<file path="src/rtl/css_mcu0_el2_pkg.sv">
// rtl/css_mcu0_el2_pkg.sv - shared EL2 types for the LSU ECC write-back path
package css_mcu0_el2_pkg;

    localparam int EL2_DCCM_BITS = 16;
    localparam int EL2_DATA_W    = 32;
    localparam int EL2_ECC_W     = 7;

    typedef struct packed {
        logic                     lo_en;
        logic                     hi_en;
        logic [EL2_DCCM_BITS-1:0] addr_lo;
        logic [EL2_DCCM_BITS-1:0] addr_hi;
        logic [EL2_DATA_W-1:0]    data_lo;
        logic [EL2_DATA_W-1:0]    data_hi;
    } el2_ecc_wb_entry_t;

endpackage

</file>
<file path="src/rtl/css_mcu0_rvecc_encode.sv">
// rtl/css_mcu0_rvecc_encode.sv - 32-bit SECDED encoder (Hamming 38,32 plus overall parity)
module css_mcu0_rvecc_encode (
    input  logic [31:0] i_din,
    output logic [6:0]  o_ecc
);

    logic [5:0] w_hamming;
    logic [5:0] w_pos;

    // Data bits occupy codeword positions 3,5,6,7,9,... skipping the power-of-two check slots.
    always_comb begin
        w_hamming = '0;
        w_pos     = 6'd3;
        for (int i = 0; i < 32; i++) begin
            for (int k = 0; k < 6; k++) begin
                if (w_pos[k]) begin
                    w_hamming[k] = w_hamming[k] ^ i_din[i];
                end
            end
            w_pos = w_pos + 6'd1;
            if ((w_pos & (w_pos - 6'd1)) == 6'd0) begin
                w_pos = w_pos + 6'd1;
            end
        end
    end

    assign o_ecc = {(^i_din) ^ (^w_hamming), w_hamming};

endmodule

</file>
<file path="src/rtl/css_mcu0_el2_lsu_ecc_wb.sv">
// rtl/css_mcu0_el2_lsu_ecc_wb.sv - SEC scrub write-back queue with ECC error counters
module css_mcu0_el2_lsu_ecc_wb
    import css_mcu0_el2_pkg::*;
#(
    parameter int DEPTH     = 2,
    parameter int DCCM_BITS = EL2_DCCM_BITS,
    parameter int DATA_W    = EL2_DATA_W,
    parameter int ECC_W     = EL2_ECC_W,
    parameter int CNT_W     = 16
) (
    input  logic                 clk,
    input  logic                 rst,
    input  logic                 ld_valid_r,
    input  logic                 flush_r,
    input  logic                 single_ecc_error_lo_r,
    input  logic                 single_ecc_error_hi_r,
    input  logic                 lsu_double_ecc_error_r,
    input  logic [DCCM_BITS-1:0] lsu_addr_r,
    input  logic [DCCM_BITS-1:0] end_addr_r,
    input  logic [DATA_W-1:0]    sec_data_lo_r,
    input  logic [DATA_W-1:0]    sec_data_hi_r,
    output logic                 wb_req,
    input  logic                 wb_gnt,
    output logic [DCCM_BITS-1:0] wb_addr_lo,
    output logic [DCCM_BITS-1:0] wb_addr_hi,
    output logic                 wb_wen_lo,
    output logic                 wb_wen_hi,
    output logic [DATA_W-1:0]    wb_data_lo,
    output logic [DATA_W-1:0]    wb_data_hi,
    output logic [ECC_W-1:0]     wb_ecc_lo,
    output logic [ECC_W-1:0]     wb_ecc_hi,
    output logic [CNT_W-1:0]     sec_cnt,
    output logic [CNT_W-1:0]     ded_cnt,
    output logic [DCCM_BITS-1:0] ded_addr,
    output logic                 ded_addr_vld,
    output logic                 wb_overflow,
    input  logic                 err_clr
);

    localparam int              PTR_W  = $clog2(DEPTH);
    localparam logic [PTR_W:0]  L_FULL = (PTR_W + 1)'(DEPTH);

    el2_ecc_wb_entry_t  r_mem [DEPTH];
    logic [PTR_W-1:0]   r_wr_ptr;
    logic [PTR_W-1:0]   r_rd_ptr;
    logic [PTR_W:0]     r_count;
    logic [CNT_W-1:0]   r_sec_cnt;
    logic [CNT_W-1:0]   r_ded_cnt;
    logic [DCCM_BITS-1:0] r_ded_addr;
    logic               r_ded_addr_vld;
    logic               r_overflow;

    logic               w_sec_any;
    logic               w_ded;
    logic               w_cap;
    logic               w_pop;
    logic               w_push;
    logic               w_drop;
    el2_ecc_wb_entry_t  w_new;
    el2_ecc_wb_entry_t  w_head;

    assign w_sec_any = ld_valid_r & ~flush_r & (single_ecc_error_lo_r | single_ecc_error_hi_r);
    assign w_ded     = ld_valid_r & ~flush_r & lsu_double_ecc_error_r;
    // A DED in the same access means the corrected data cannot be trusted.
    assign w_cap     = w_sec_any & ~lsu_double_ecc_error_r;
    assign w_pop     = wb_req & wb_gnt;
    assign w_push    = w_cap & ((r_count != L_FULL) | w_pop);
    assign w_drop    = w_cap & ~w_push;

    assign w_new.lo_en   = single_ecc_error_lo_r;
    assign w_new.hi_en   = single_ecc_error_hi_r;
    assign w_new.addr_lo = lsu_addr_r;
    assign w_new.addr_hi = end_addr_r;
    assign w_new.data_lo = sec_data_lo_r;
    assign w_new.data_hi = sec_data_hi_r;

    always_ff @(posedge clk or posedge rst) begin
        if (rst) begin
            for (int i = 0; i < DEPTH; i++) begin
                r_mem[i] <= '0;
            end
            r_wr_ptr <= '0;
            r_rd_ptr <= '0;
            r_count  <= '0;
        end else begin
            if (w_push) begin
                r_mem[r_wr_ptr] <= w_new;
                r_wr_ptr        <= r_wr_ptr + PTR_W'(1);
            end
            if (w_pop) begin
                r_rd_ptr <= r_rd_ptr + PTR_W'(1);
            end
            case ({w_push, w_pop})
                2'b10:   r_count <= r_count + (PTR_W + 1)'(1);
                2'b01:   r_count <= r_count - (PTR_W + 1)'(1);
                default: r_count <= r_count;
            endcase
        end
    end

    always_ff @(posedge clk or posedge rst) begin
        if (rst) begin
            r_sec_cnt      <= '0;
            r_ded_cnt      <= '0;
            r_ded_addr     <= '0;
            r_ded_addr_vld <= 1'b0;
            r_overflow     <= 1'b0;
        end else if (err_clr) begin
            r_sec_cnt      <= '0;
            r_ded_cnt      <= '0;
            r_ded_addr     <= '0;
            r_ded_addr_vld <= 1'b0;
            r_overflow     <= 1'b0;
        end else begin
            if (w_sec_any && !(&r_sec_cnt)) begin
                r_sec_cnt <= r_sec_cnt + CNT_W'(1);
            end
            if (w_ded && !(&r_ded_cnt)) begin
                r_ded_cnt <= r_ded_cnt + CNT_W'(1);
            end
            if (w_ded && !r_ded_addr_vld) begin
                r_ded_addr     <= lsu_addr_r;
                r_ded_addr_vld <= 1'b1;
            end
            if (w_drop) begin
                r_overflow <= 1'b1;
            end
        end
    end

    assign w_head     = r_mem[r_rd_ptr];
    assign wb_req     = (r_count != '0);
    assign wb_addr_lo = w_head.addr_lo;
    assign wb_addr_hi = w_head.addr_hi;
    assign wb_wen_lo  = wb_req & w_head.lo_en;
    assign wb_wen_hi  = wb_req & w_head.hi_en;
    assign wb_data_lo = w_head.data_lo;
    assign wb_data_hi = w_head.data_hi;

    css_mcu0_rvecc_encode u_enc_lo (
        .i_din (w_head.data_lo),
        .o_ecc (wb_ecc_lo)
    );

    css_mcu0_rvecc_encode u_enc_hi (
        .i_din (w_head.data_hi),
        .o_ecc (wb_ecc_hi)
    );

    assign sec_cnt      = r_sec_cnt;
    assign ded_cnt      = r_ded_cnt;
    assign ded_addr     = r_ded_addr;
    assign ded_addr_vld = r_ded_addr_vld;
    assign wb_overflow  = r_overflow;

endmodule

</file>
<file path="config.mk">
export PLATFORM = sky130hd
export DESIGN_NAME = css_mcu0_el2_lsu_ecc_wb
export DESIGN_NICKNAME = d
export VERILOG_FILES = /design/src/rtl/css_mcu0_el2_pkg.sv /design/src/rtl/css_mcu0_rvecc_encode.sv /design/src/rtl/css_mcu0_el2_lsu_ecc_wb.sv
export SDC_FILE = /design/constraint.sdc
export NUM_CORES = 1
export LEC_CHECK = 0
export ABC_AREA = 0
export BUFFER_PORTS_ARGS = -buffer_cell sky130_fd_sc_hd__buf_2
export CAP_MARGIN = 20
export CORE_ASPECT_RATIO = 1.25
export CORE_MARGIN = 2
export CORE_UTILIZATION = 45
export DETAILED_ROUTE_END_ITERATION = 8
export GPL_TIMING_DRIVEN = 0
export PLACE_DENSITY = 0.69
export SYNTH_ARGS = -nofsm -noshare
export SYNTH_HDL_FRONTEND = slang
export SYNTH_HIERARCHICAL = 1
export SYNTH_SLANG_ARGS = --single-unit
</file>
<file path="constraint.sdc">
create_clock -name clk -period 8.3 [get_ports clk]
set_input_delay 1.66 -clock clk [delete_from_list [all_inputs] [get_ports clk]]
set_output_delay 1.66 -clock clk [all_outputs]
set_load 0.1 [all_outputs]
</file>
# Word level (Yosys, flattened, before mapping)
# Index checks and enable logic that the tools add are counted.
# totals
reg_bits	250
out_inout_bits	163
wordCells	254
# classes
n_addsub	6
magnitude_cmp	3
n_eq_ne	3
mux	17
bitwise	186
n_reduce_logical	19
# ops
cell	count
$mux 98	4
$bwmux 196	1
$xor 1x1->1	170
$demux 98 s1	1
$mux 16	6
$reduce_xor 32->1	2
$add 16x1->16 const B	2
$reduce_and 16->1	2
$reduce_bool 2->1	6
$reduce_xor 6->1	2
$and 1x1->1	9
$ge 2x2->1 const B	2
$logic_and 1x1->1	4
$mux 1	4
$not 1->2	2
$pmux 2 s2	1
$logic_not 1->1	3
$not 1->1	3
$add 1x1->1 const B	2
$add 2x1->2 const B	1
$eq 2x1->1 const B	1
$eq 2x2->1 const B	1
$lt 2x1->1 const B	1
$ne 2x2->1 const B	1
2 further kinds	3

# Logic depth before layout (Yosys ltp)
# depth
depth_word	23
ltp_mapped	9

# Cells and area by module
# Netlist, hierarchy kept.
# by_module_without_submodules
module	n_inst	cells_per_inst	area_per_inst_um2
css_mcu0_el2_lsu_ecc_wb	1	828	11354.6
css_mcu0_rvecc_encode	2	54	706.9

# Worst setup path before layout
# Ideal clock, no wire load.
# synth_path
path_kind	reg2out
from	register r_rd_ptr
to	output wb_ecc_hi[6]
t_arrival_ps	4550
setup_slack_ps	2090
stages_incl_launch_ff	10
n_path_buf	3
path_cell_list	dfrtp_1 clkbuf_1 buf_2 buf_1 mux2_2 xnor2_1 xnor3_1 xnor3_1 xnor2_1 xnor3_1
# synth_rtl
element	line	rtl
start: declaration	css_mcu0_el2_lsu_ecc_wb.sv:45	logic [PTR_W-1:0] r_rd_ptr;
start signal: assignment	css_mcu0_el2_lsu_ecc_wb.sv:91	r_rd_ptr <= r_rd_ptr + PTR_W'(1);
$not 1->2 (not written as such)	css_mcu0_el2_lsu_ecc_wb.sv:131	assign w_head = r_mem[r_rd_ptr];
$mux 98 (not written as such) (3 in a row)	css_mcu0_el2_lsu_ecc_wb.sv:131	
net wb_data_hi[8]	css_mcu0_el2_lsu_ecc_wb.sv:29	output logic [DATA_W-1:0] wb_data_hi,
$xor 1x1->1 (13 in a row)	css_mcu0_rvecc_encode.sv:17	w_hamming[k] = w_hamming[k] ^ i_din[i];
net wb_ecc_hi[0]	css_mcu0_el2_lsu_ecc_wb.sv:31	output logic [ECC_W-1:0] wb_ecc_hi,
$reduce_xor 6->1	css_mcu0_rvecc_encode.sv:27	assign o_ecc = {(^i_din) ^ (^w_hamming), w_hamming};
$xor 1x1->1	css_mcu0_rvecc_encode.sv:27	
end: declaration	css_mcu0_el2_lsu_ecc_wb.sv:31	
# The timed path passes the listed nets, and every way through them passes these cells. The select of a mux whose other input is x is not followed.

# Final worst setup path
# layout_path
from	register r_rd_ptr
to	output wb_ecc_hi[6]
# layout_via
elab_chain_cells	23
# layout_lines
element	line
$not 1->2 (not written as such) *	css_mcu0_el2_lsu_ecc_wb.sv:131
$mux 98 (not written as such) * (3 in a row)	css_mcu0_el2_lsu_ecc_wb.sv:131
$xor 1x1->1 (17 in a row)	css_mcu0_rvecc_encode.sv:17
$reduce_xor 6->1	css_mcu0_rvecc_encode.sv:27
$xor 1x1->1 *	css_mcu0_rvecc_encode.sv:27
# Every way passes the cells marked *; elsewhere a longest branch is shown, timed or not. The select of a mux whose other input is x is not followed.

==> out/results.env <==
RUN_STATUS='completed'
CP-END-KIND='output port'
LAYOUT.CELLS.MOST_COMMON_LIST='sky130_fd_sc_hd__mux2_2, sky130_fd_sc_hd__buf_2, sky130_fd_sc_hd__dfrtp_1'
REG_CLK_SLEW_REPORTED_PATHS_NS=0.06
ANTENNA_FOUND_INITIAL=2
WL_UM=30800
CORE_REGION_AREA_UM2=27700
SYNTH.NET_COUNT=1044
FLOORPLAN.DIE_AREA_UM2=29700
SLEW_VIOLATIONS=0
INITIAL_CORE_UTIL_PCT=46.0
DETAIL_ROUTE.DRC_VIOLATIONS=0
SLEW-LIMIT-HEADROOM_PCT=33.7
PLACE.PORT_BUFFERS=267
DETAILEDROUTE.FIRSTITERATIONVIOLATIONS=311
MOSTFREQUENTLAYOUTCELL='sky130_fd_sc_hd__mux2_2'
MET1_USAGE_PCT=25.5
GR-MAX-USAGE-LAYER='met2'
WORST_SETUP_PATH_START_KIND='register'
CAP_VIOLATIONS=0
PATH_COMMON_CELL='sky130_fd_sc_hd__xnor3_1'
REQUIRED_NS=6.64
CLOCK_SINK_COUNT=250
VIA_PER_INST=5.24
RSZ_0062_RAISED_AFTER_GLOBAL_ROUTING='false'
CTS_MADE_BUFFERS=27
SETUP.REG_TO_REG.WORST_SLACK_NS=5.90
GLOBAL_ROUTE.USAGE.MET3_PCT=3.64
WORST_R2R_ENDPOINT='sec_cnt[0]'
MIN_PATH_CELLS=2
YS_SEQ_AREA_SHARE_PCT=49.0
CRITICAL_PATH_ARRIVAL_NS=4.85
FMAX_MHz=154
USE_MET2_PCT=36.1
POST_SYNTH_NUM_CELL_TYPES=46
OVERFLOW=0
HTREEDEPTH=1
NUMBER_OF_SYNTHESIZED_REGISTER_BITS=250
GRT_START_MAX_NET_PINS=42
SYN_AVG_CELL_AREA_UM2=13.6
SLOWEST_DELAY_NS=0.62
DIEWIDTH_UM=155
ASYNCSETRESETFLOPFRACSYNTH_PCT=100
HOLD_VIOL=0
SETUP_VIOLATIONS=0
SYNTHESIS.YOSYS.WARNINGS=6
CP.BUFFERS_INVERTERS=4
POST_SYNTH_INSTANCE_AREA_UM2=12800
PLACEMENT_ROWS=68
LIBRARY_CELL_USED_AS_CLOCK_ROOT_BUFFER='sky130_fd_sc_hd__clkbuf_16'
WORSTREG2REGSTART='sec_cnt[0]'
NUM_VIAS=8425
DRTPASS1ITERATIONS=4
TIMING.HOLD.WORST.CLASS='register to register'
SYNTH_EDF_COUNT=0
R2R_CELLS=6
TIMING_WORST_SLEW_PIN_VALUE_NS=0.986
DP_WIRELENGTH_UM=23000
FINAL_PERIOD_MINUS_WORST_SETUP_SLACK_NS=6.51
SYNTH_TOP_FLOP_CELL='sky130_fd_sc_hd__dfrtp_1'
DIE_Y_EXTENT_UM=192
FINALCRITPERIODSHARE_PCT=78.5
FINALNETCOUNT=1347
SYN-INSTANCE-COUNT=936
ANT_NETS=0
FIN_TNS_SETUP_NS=0
GRT_PASS1_WL_UM=48300
CLK-INSERTION-DELAY-LATE_NS=0.53
TIMING.CRITICAL_PATH.SLOWEST_STAGE_CELL='sky130_fd_sc_hd__buf_1'
FILL_CELLS=2347
FIN_SKEW_NS=0.0125
TIMING.CRITICAL_PATH.FANOUT_MAX=10
GPL.FINAL_WEIGHTED_CONGESTION=0.864
SETUP.WORST_PATH.CLASS='register to output port'
CELLS_ALONG_THE_CRITICAL_PATH='clkbuf_1 -> buf_2 -> buf_1 -> mux2_2 -> xnor2_1 -> xnor3_1 -> xnor3_1 -> xnor3_2 -> xnor3_1 -> buf_2'
HOLD_PATH.STARTPOINT='ded_addr[11]'
GRT.TOTAL_USAGE_PCT=20.4
CTS_RESIZED=0
MAX-CLOCK-PATH-BUFFERS=3
FLOORPLAN.IO_PINS=268
CTSHOLDBUFFERS=0
DRIVE_ABOVE_1_SHARE_PCT=53.5
AREA_GROWTH_SYN_TO_LAYOUT_PCT=21.9
GRT_PASS1_VIAS=8858
HOLD_END='ded_addr[11]'
ROUTED_WIRELENGTH_NORMALIZED_BY_INSTANCE_COUNT_UM=19.2
WORST_PATH_DOMINANT_CELL_FAMILY='buffers and inverters'
TRITONCTS='built'
CTS_SETUP_BUFFERS=0
kinds of logic (layout without fill, tap and decap cells):
logic type / Yosys count / after routing / share of synthesized area [%]
multiplexers: 312 / 312 / 28.1
flip-flops: 250 / 250 / 49.0
AND/OR/NAND/NOR: 147 / 147 / 6.59
XOR/XNOR: 113 / 113 / 11.4
buffers and inverters: 57 / 376 / 2.18
AO/OA/AOI/OAI: 54 / 54 / 2.46
adder cells (fa/ha/maj): 3 / 3 / 0.294
other: 0 / 4 / 0
state kept, by name, summed over array words and instances, names as in the netlist:
| register | cells |
|---|---|
| r_rd_ptr | 1 |
| ded_cnt | 16 |
| wb_overflow | 1 |
| ded_addr | 16 |
| r_count | 2 |
| r_wr_ptr | 1 |
| sec_cnt | 16 |
| r_mem | 196 |
| ded_addr_vld | 1 |
cell usage after synthesis, drive strengths merged, types with 11 or more instances:
cell type / n / area [um2]
xnor2: 65 / 659
o21ai: 21 / 105
xnor3: 26 / 591
buf: 27 / 165
dfrtp: 250 / 6260
xor2: 22 / 208
a21oi: 16 / 80.1
mux2: 308 / 3540
clkbuf: 20 / 75.1
nand3: 11 / 55.1
nor2: 25 / 93.8
nand2b: 20 / 125
nand2: 23 / 86.3
nor2b: 17 / 109
final cells by class:
| class | count | area (um2) | share of cell area (%) |
|---|---|---|---|
| flip-flops and latches | 250 | 6260 | 40.2 |
| multi-input cells | 629 | 6230 | 40.0 |
| repair buffers | 274 | 1480 | 9.48 |
| clock buffers | 35 | 766 | 4.92 |
| well taps | 350 | 438 | 2.81 |
| plain buffers | 47 | 240 | 1.54 |
| clock inverters | 10 | 105 | 0.675 |
| inverters | 10 | 41.3 | 0.265 |
| diodes | 4 | 10.0 | 0.0643 |
through the flow:
step | area [um2] | worst slack [ns] | util [%] | hold WS (ns) | std cells
2_1_floorplan | 12800 | 2.09 | - | 0.454 | 936
3_3_place_gp | 14500 | 1.75 | 52.4 | 0.457 | 1553
3_5_place_dp | 14700 | 2.26 | 53.0 | 0.469 | 1560
4_1_cts | 15600 | 1.69 | 56.1 | 0.482 | 1605
5_1_grt | 15600 | 1.53 | 56.1 | 0.502 | 1607
6_report | 15600 | 1.79 | 56.1 | 0.479 | 1609
metal layers:
metal | wire (um) | part of all wire (%)
met3 | 1780 | 5.8
met4 | 909 | 2.9
met1 | 12600 | 41
met2 | 15600 | 51
met5 | 0 | 0
worst max path at each step:
| stage | start | end | slack [ns] | depth (start not counted) |
|---|---|---|---|---|
| finish | r_rd_ptr | wb_ecc_hi[6] | 1.79 | 10 |
| global route | r_rd_ptr | wb_ecc_hi[6] | 1.53 | 10 |
| CTS | r_rd_ptr | wb_ecc_hi[6] | 1.69 | 10 |
| detailed placement | r_rd_ptr | wb_ecc_hi[6] | 2.26 | 10 |
| global placement | rst | r_mem[169] | 1.75 | 2 |
| floorplan | r_rd_ptr | wb_ecc_hi[6] | 2.09 | 9 |
worst reg2reg max path, delay by kind of cell (launching register included):
| family | cells | cell delay [ns] |
|---|---|---|
| compound gates | 1 | 0.14 |
| fa+ha+maj | 1 | 0.23 |
| buf+inv | 1 | 0.33 |
| flops | 1 | 0.44 |
| mux | 1 | 0.30 |
| simple gates | 2 | 0.85 |
Power is left out: the tool's default activity adds up to more than one toggle a clock period on the data nets, which glitch-free logic cannot reach.
